[src/rtl/vga_pkg.sv]
// Shared 640x480@60 timing constants and the sync/blank bundle used by
// the timing generator and the drawing stages.
package vga_pkg;
    localparam int CNT_W = 10;

    localparam int H_VISIBLE_DEF = 640;
    localparam int H_FRONT_DEF   = 16;
    localparam int H_SYNC_DEF    = 96;
    localparam int H_BACK_DEF    = 48;
    localparam int V_VISIBLE_DEF = 480;
    localparam int V_FRONT_DEF   = 10;
    localparam int V_SYNC_DEF    = 2;
    localparam int V_BACK_DEF    = 33;

    localparam int H_TOTAL_DEF = H_VISIBLE_DEF + H_FRONT_DEF + H_SYNC_DEF + H_BACK_DEF;
    localparam int V_TOTAL_DEF = V_VISIBLE_DEF + V_FRONT_DEF + V_SYNC_DEF + V_BACK_DEF;

    localparam int H_SYNC_START_DEF = H_VISIBLE_DEF + H_FRONT_DEF;
    localparam int H_SYNC_END_DEF   = H_SYNC_START_DEF + H_SYNC_DEF;
    localparam int V_SYNC_START_DEF = V_VISIBLE_DEF + V_FRONT_DEF;
    localparam int V_SYNC_END_DEF   = V_SYNC_START_DEF + V_SYNC_DEF;

    typedef logic [CNT_W-1:0] cnt_t;

    typedef struct packed {
        logic hs;
        logic vs;
        logic blank;
    } sync_t;

    // Idle level of the connector-side signals: syncs deasserted, display blanked.
    localparam sync_t SYNC_RST = '{hs: 1'b1, vs: 1'b1, blank: 1'b0};

    function automatic logic in_window(cnt_t v, cnt_t lo, cnt_t hi);
        return (v >= lo) && (v < hi);
    endfunction
endpackage

[src/rtl/vga_sync_delay.sv]
// Parameterized-depth shift register with per-bit reset value; depth 0 is a
// plain wire so the connector signals can track the undelayed ones.
module vga_sync_delay #(
    parameter int               DEPTH   = 2,
    parameter int               WIDTH   = 3,
    parameter logic [WIDTH-1:0] RST_VAL = '0
) (
    input  logic             gclk,
    input  logic             grst_n,
    input  logic [WIDTH-1:0] d,
    output logic [WIDTH-1:0] q
);
    generate
        if (DEPTH == 0) begin : g_bypass
            assign q = d;
        end else begin : g_shift
            logic [DEPTH-1:0][WIDTH-1:0] sr;

            always_ff @(posedge gclk or negedge grst_n) begin
                if (!grst_n) begin
                    sr <= {DEPTH{RST_VAL}};
                end else begin
                    sr[0] <= d;
                    for (int i = 1; i < DEPTH; i++) sr[i] <= sr[i-1];
                end
            end

            assign q = sr[DEPTH-1];
        end
    endgenerate
endmodule

[src/rtl/vga_timing_gen.sv]
// Free-running 640x480 pixel timing: H/V counters, registered sync/blank/strobe
// decode, frame counter, and sync/blank copies delayed to match the RGB pipeline.
module vga_timing_gen
    import vga_pkg::*;
#(
    parameter int H_VISIBLE  = H_VISIBLE_DEF,
    parameter int H_FRONT    = H_FRONT_DEF,
    parameter int H_SYNC     = H_SYNC_DEF,
    parameter int H_BACK     = H_BACK_DEF,
    parameter int V_VISIBLE  = V_VISIBLE_DEF,
    parameter int V_FRONT    = V_FRONT_DEF,
    parameter int V_SYNC     = V_SYNC_DEF,
    parameter int V_BACK     = V_BACK_DEF,
    parameter int PIPE_DELAY = 2
) (
    input  logic       vga_clk,
    input  logic       reset_n,
    output logic [9:0] DrawX,
    output logic [9:0] DrawY,
    output logic       blank,
    output logic       hs,
    output logic       vs,
    output logic       hs_d,
    output logic       vs_d,
    output logic       blank_d,
    output logic       line_start,
    output logic       frame_start,
    output logic [7:0] frame_count
);
    localparam cnt_t H_MAX = cnt_t'(H_VISIBLE + H_FRONT + H_SYNC + H_BACK - 1);
    localparam cnt_t V_MAX = cnt_t'(V_VISIBLE + V_FRONT + V_SYNC + V_BACK - 1);
    localparam cnt_t H_VIS = cnt_t'(H_VISIBLE);
    localparam cnt_t V_VIS = cnt_t'(V_VISIBLE);
    localparam cnt_t HS_LO = cnt_t'(H_VISIBLE + H_FRONT);
    localparam cnt_t HS_HI = cnt_t'(H_VISIBLE + H_FRONT + H_SYNC);
    localparam cnt_t VS_LO = cnt_t'(V_VISIBLE + V_FRONT);
    localparam cnt_t VS_HI = cnt_t'(V_VISIBLE + V_FRONT + V_SYNC);

    cnt_t  h_cnt, v_cnt, h_nxt, v_nxt;
    logic  h_wrap;
    sync_t sync_now, sync_dly;

    always_comb begin
        h_wrap = (h_cnt == H_MAX);
        h_nxt  = h_wrap ? '0 : h_cnt + cnt_t'(1);
        v_nxt  = v_cnt;
        if (h_wrap) v_nxt = (v_cnt == V_MAX) ? '0 : v_cnt + cnt_t'(1);
    end

    // Decode from the next count so each flag lands with its DrawX/DrawY.
    // Reset parks the counters on the last pixel so the first edge yields (0,0).
    always_ff @(posedge vga_clk or negedge reset_n) begin
        if (!reset_n) begin
            h_cnt       <= H_MAX;
            v_cnt       <= V_MAX;
            blank       <= 1'b0;
            hs          <= 1'b1;
            vs          <= 1'b1;
            line_start  <= 1'b0;
            frame_start <= 1'b0;
            frame_count <= '0;
        end else begin
            h_cnt       <= h_nxt;
            v_cnt       <= v_nxt;
            blank       <= (h_nxt < H_VIS) && (v_nxt < V_VIS);
            hs          <= !in_window(h_nxt, HS_LO, HS_HI);
            vs          <= !in_window(v_nxt, VS_LO, VS_HI);
            line_start  <= (h_nxt == '0);
            frame_start <= (h_nxt == '0) && (v_nxt == '0);
            if ((h_nxt == '0) && (v_nxt == '0)) frame_count <= frame_count + 8'd1;
        end
    end

    assign DrawX    = h_cnt;
    assign DrawY    = v_cnt;
    assign sync_now = '{hs: hs, vs: vs, blank: blank};

    vga_sync_delay #(
        .DEPTH  (PIPE_DELAY),
        .WIDTH  ($bits(sync_t)),
        .RST_VAL(SYNC_RST)
    ) u_sync_delay (
        .gclk  (vga_clk),
        .grst_n(reset_n),
        .d     (sync_now),
        .q     (sync_dly)
    );

    assign hs_d    = sync_dly.hs;
    assign vs_d    = sync_dly.vs;
    assign blank_d = sync_dly.blank;
endmodule

[config.mk]
export PLATFORM = sky130hd
export DESIGN_NAME = vga_timing_gen
export DESIGN_NICKNAME = d
export VERILOG_FILES = /design/src/rtl/vga_pkg.sv /design/src/rtl/vga_sync_delay.sv /design/src/rtl/vga_timing_gen.sv
export SDC_FILE = /design/constraint.sdc
export NUM_CORES = 1
export LEC_CHECK = 0
export ABC_AREA = 1
export CAP_MARGIN = 20
export CORE_ASPECT_RATIO = 0.6
export CORE_MARGIN = 2
export CORE_UTILIZATION = 50
export DETAILED_ROUTE_END_ITERATION = 16
export GPL_ROUTABILITY_DRIVEN = 0
export GPL_TIMING_DRIVEN = 1
export PLACE_DENSITY = 0.79
export SYNTH_ARGS = -nofsm -noshare
export SYNTH_HDL_FRONTEND = slang
export SYNTH_SLANG_ARGS = --single-unit
[constraint.sdc]
create_clock -name vga_clk -period 2.82 [get_ports vga_clk]
set_input_delay 0.282 -clock vga_clk [delete_from_list [all_inputs] [get_ports vga_clk]]
set_output_delay 0.282 -clock vga_clk [all_outputs]
set_load 0.02 [all_outputs]
==> results_tabular.tex <==
\begin{tabular}{lr}
\hline
Metric & Value \\
\hline
\multicolumn{2}{l}{\textbf{Die}} \\
Core ar. & 4100 um\^{}2 \\
Starting Density & 52.0\% \\
Height of the die & 54.6 um \\
Count of boundary I/O pins & 38 \\
Die width & 88.3 um \\
Floorplan row count & 18 \\
Die outline area & 4820 um\^{}2 \\
\multicolumn{2}{l}{\textbf{STA}} \\
Endpoints failing hold & 0 \\
Transition time of the tightest slew-check pin & 0.821 ns \\
Unrepaired setup endpoints after global routing & no \\
Post-layout minimum cycle time & 2.29 ns \\
Count of pins over their slew limit & 0 \\
Setup slack of the critical path after layout & 0.529 ns \\
Total negative slack for setup checks & 0 ns \\
Crit share post-route & 81.2\% \\
Post-Route Skew & 0.00868 ns \\
Fmax achieved & 0.437 GHz \\
Headroom to the max-slew limit & 45.3\% \\
Count of endpoints failing setup in the final report & 0 \\
\multicolumn{2}{l}{\textbf{Synthesis}} \\
Post-synthesis cell type count & 28 \\
Synth async-reset ratio & 100\% \\
Cell types with the highest counts after synthesis & nand2\_1, inv\_1, nor2\_1 \\
Synth Cell Area & 2130 um\^{}2 \\
Most common cell in the synthesized netlist & nand2\_1 \\
Average cell area after synthesis & 7.99 um\^{}2 \\
Post-Synthesis Net Count & 273 \\
Predominant post-synthesis flop cell & dfrtp\_1 \\
Top cells by area in the synthesized netlist & dfrtp\_1, dfstp\_2, nand2\_1 \\
Area share of the leading cell type in the synthesized netlist & 27.0\% \\
Number of enable-type register cells in the synthesized netlist & 0 \\
Synthesized-area fraction occupied by ao, oa, aoi and oai cells & 2.58\% \\
Main combinational cell family by area after synthesis & simple AND/OR/NAND/NOR gates \\
Share of synthesized area occupied by flip-flops and latches & 46.7\% \\
Number of cells produced by synthesis & 267 \\
Post-synthesis register bit count & 39 \\
Post-synthesis simple-gate area fraction & 38.0\% \\
Synth warn & 0 \\
Mux cell area share after synthesis & 0\% \\
Largest area contributor in the netlist & dfrtp\_1 \\
Synth Area in Adders & 2.35\% \\
Parity-gate share of the synthesized area counting xor and xnor cells & 2.88\% \\
\multicolumn{2}{l}{\textbf{Layout}} \\
Sequential Area & 996 um\^{}2 \\
Final core utilization & 64.3\% \\
Filler Cell Count & 387 \\
Layout net count & 315 \\
Fraction of final layout cells with drive strength greater than 1 & 14.5\% \\
Relative area change from synthesis to final layout & 23.7\% \\
Antenna diodes & 0 \\
Multi-input gate area in the final layout & 977 um\^{}2 \\
\multicolumn{2}{l}{\textbf{Worst setup path}} \\
Worst setup path category & reg -> reg \\
Worst Reg-to-Reg Cells & 14 \\
CP max stage cell & dfstp\_2 \\
Chain of cells forming the critical path & ha\_1, nand2\_2, nor2\_4, nand2\_1, nor2\_4, nand2\_1, nand2\_1, nand2\_1, inv\_1, nand2\_2, nor2\_8, nand3\_4, nand2\_1, nand2\_1 \\
Largest stage delay on the critical path & 0.56 ns \\
Cell depth of the worst setup path & 14 \\
Critical Path Most Common Cell & nand2\_1 \\
Peak fanout along the critical path & 9 \\
Arrival time at the worst endpoint & 2.47 ns \\
Critical path startpoint category & flop \\
Cell family with the largest share of critical-path delay & simple AND/OR/NAND/NOR gates \\
CP required & 3.00 ns \\
Number of buffers and inverters on the critical path & 1 \\
Type of element capturing the critical path & flop \\
\multicolumn{2}{l}{\textbf{GRT}} \\
Number of global-route vias before repair & 1569 \\
Global-route wire length before repair & 7.49 mm \\
Pin count of the biggest net entering global routing & 40 \\
Overflow after GRT & 0 \\
GRT Total Usage & 21.1\% \\
Number of antenna violations at the first check in global routing & 0 \\
\multicolumn{2}{l}{\textbf{Hold path}} \\
Type of the most critical hold path & in -> async \\
\multicolumn{2}{l}{\textbf{Clock tree}} \\
CTS tree & yes \\
Hold\_buf cts & 0 \\
Maximum number of buffers from clock root to sink & 2 \\
Buffer count from post-CTS setup fixing & 0 \\
Clock H-tree levels & 2 \\
Clock root buffer & clkbuf\_8 \\
Number of instances resized during post-cts repair & 0 \\
Clock transition at the register clock pins on the worst setup and hold paths after CTS & 0.08 ns \\
CTS Sinks & 39 \\
Clock insertion delay at the later pin of the skew report & 0.29 ns \\
Clock buffer count from CTS & 5 \\
\multicolumn{2}{l}{\textbf{Routing}} \\
Vias & 1878 \\
Remaining antenna violation count after routing & 0 \\
Average vias per placed instance & 5.08 \\
TritonRoute pass-1 iters & 4 \\
Post-detailed-route DRC marker count & 0 \\
Number of DRC violations after detailed-routing iteration 0 & 113 \\
Mean routed wirelength per cell & 12.8 um \\
Aggregate routed wire length & 4.73 mm \\
\multicolumn{2}{l}{\textbf{Place}} \\
Worst setup slack before clock tree synthesis & 0.551 ns \\
Detailed Place HPWL & 3.61 mm \\
Port-buffer cells & 37 \\
\multicolumn{2}{l}{\textbf{Pwr}} \\
Relative contribution of combinational cells to total power & 1.1\% \\
Internal Pwr Total & 0.734 mW \\
Sequential group share of total power & 60.2\% \\
Proportion of total power due to net switching & 21.1\% \\
Pleak & 1.26 nW \\
Power density cells & 353 nW/um\^{}2 \\
Max VDD drop & 0.249 mV \\
Power share of the clock group & 38.7\% \\
Switching power of the nets & 0.196 mW \\
Total power after layout & 0.930 mW \\
\multicolumn{2}{l}{\textbf{Flow run}} \\
Count of maximum capacitance violations & 0 \\
\multicolumn{2}{l}{\textbf{Status}} \\
Outcome & complete, no violations \\
\hline
\end{tabular}
-- layout by cell type, fill, tap and decap left out, drive strengths merged, types with 4 or more instances in the layout --
cell	instances
nand4	14
ha	4
inv	38
nand3	21
dfstp	16
o21ai	6
dfrtp	23
clkdlybuf4s50	36
clkbuf	7
xnor2	4
nand2	97
nor2	31
-- power groups by stage --
stage          clock [mW]  sequential, mW  combinational (mW)
2_1_floorplan           0           0.570         0.000000629
6_report            0.360           0.560              0.0104
3_5_place_dp            0           0.570              0.0115
4_1_cts             0.370           0.560              0.0115
5_1_grt             0.396           0.560              0.0132
3_3_place_gp            0           0.570              0.0116
-- layout make-up --
type / instances / share of cell area (%)
clock buffer: 7 / 2.89
clock inverter: 1 / 0.190
inverter: 38 / 5.41
timing repair buffer: 37 / 13.9
sequential: 39 / 37.8
tap: 60 / 2.85
multi-input combinational: 188 / 37.0
-- worst register-to-register path, cell delays in order (launching register included) --
cell	delay, ns
dfstp_2	0.56
ha_1	0.19
nand2_2	0.09
nor2_4	0.17
nand2_1	0.11
nor2_4	0.21
nand2_1	0.08
nand2_1	0.12
nand2_1	0.07
inv_1	0.06
nand2_2	0.08
nor2_8	0.16
nand3_4	0.15
nand2_1	0.09
nand2_1	0.05
-- kinds of logic (layout without fill, tap and decap cells) --
| group | Yosys count | in the layout |
|---|---|---|
| and+or+nand+nor | 168 | 168 |
| AOI/OAI and AO/OA | 9 | 9 |
| xor gates and xnor gates | 7 | 7 |
| buffers and inverters | 40 | 83 |
| adders and majority gates | 4 | 4 |
| DFF | 39 | 39 |
-- final timing paths --
path	start	slack, ns	endpoint
worst min register to register	u_sync_delay.g_shift.sr[0]	0.36	u_sync_delay.q[0]
worst max-delay path	DrawX[0]	0.53	frame_count[2]
min in group vga_clk	u_sync_delay.g_shift.sr[0]	0.36	u_sync_delay.q[0]
worst max register to register	DrawX[0]	0.53	frame_count[2]
worst min-delay path	reset_n	0.09	DrawY[1]
max in group asynchronous	reset_n	2.22	DrawX[5]
-- registers in the layout (all words and copies together), names as in the netlist --
signal / cells
hs: 1
frame_count: 8
DrawY: 10
u_sync_delay.q: 3
blank: 1
line_start: 1
frame_start: 1
u_sync_delay.g_shift.sr: 3
vs: 1
DrawX: 10
-- metrics by stage --
| step | instance area [um^2] | hold WS (ns) | std cells |
|---|---|---|---|
| 3_3_place_gp | 2560 | 0.334 | 362 |
| 5_1_grt | 2640 | 0.162 | 370 |
| 2_1_floorplan | 2130 | -0.0136 | 267 |
| 4_1_cts | 2640 | 0.117 | 370 |
| 3_5_place_dp | 2560 | 0.340 | 362 |
| 6_report | 2640 | 0.0870 | 370 |
-- layer usage --
metal,track usage (%),share of wire [%],up-vias
met5,0,0,-
met1,33.1,52,871
met2,28.8,40,78
li1,-,-,923
met3,5.28,7.5,6
met4,5.30,1.1,0
No activity file was read; power rests on OpenSTA's default activity.
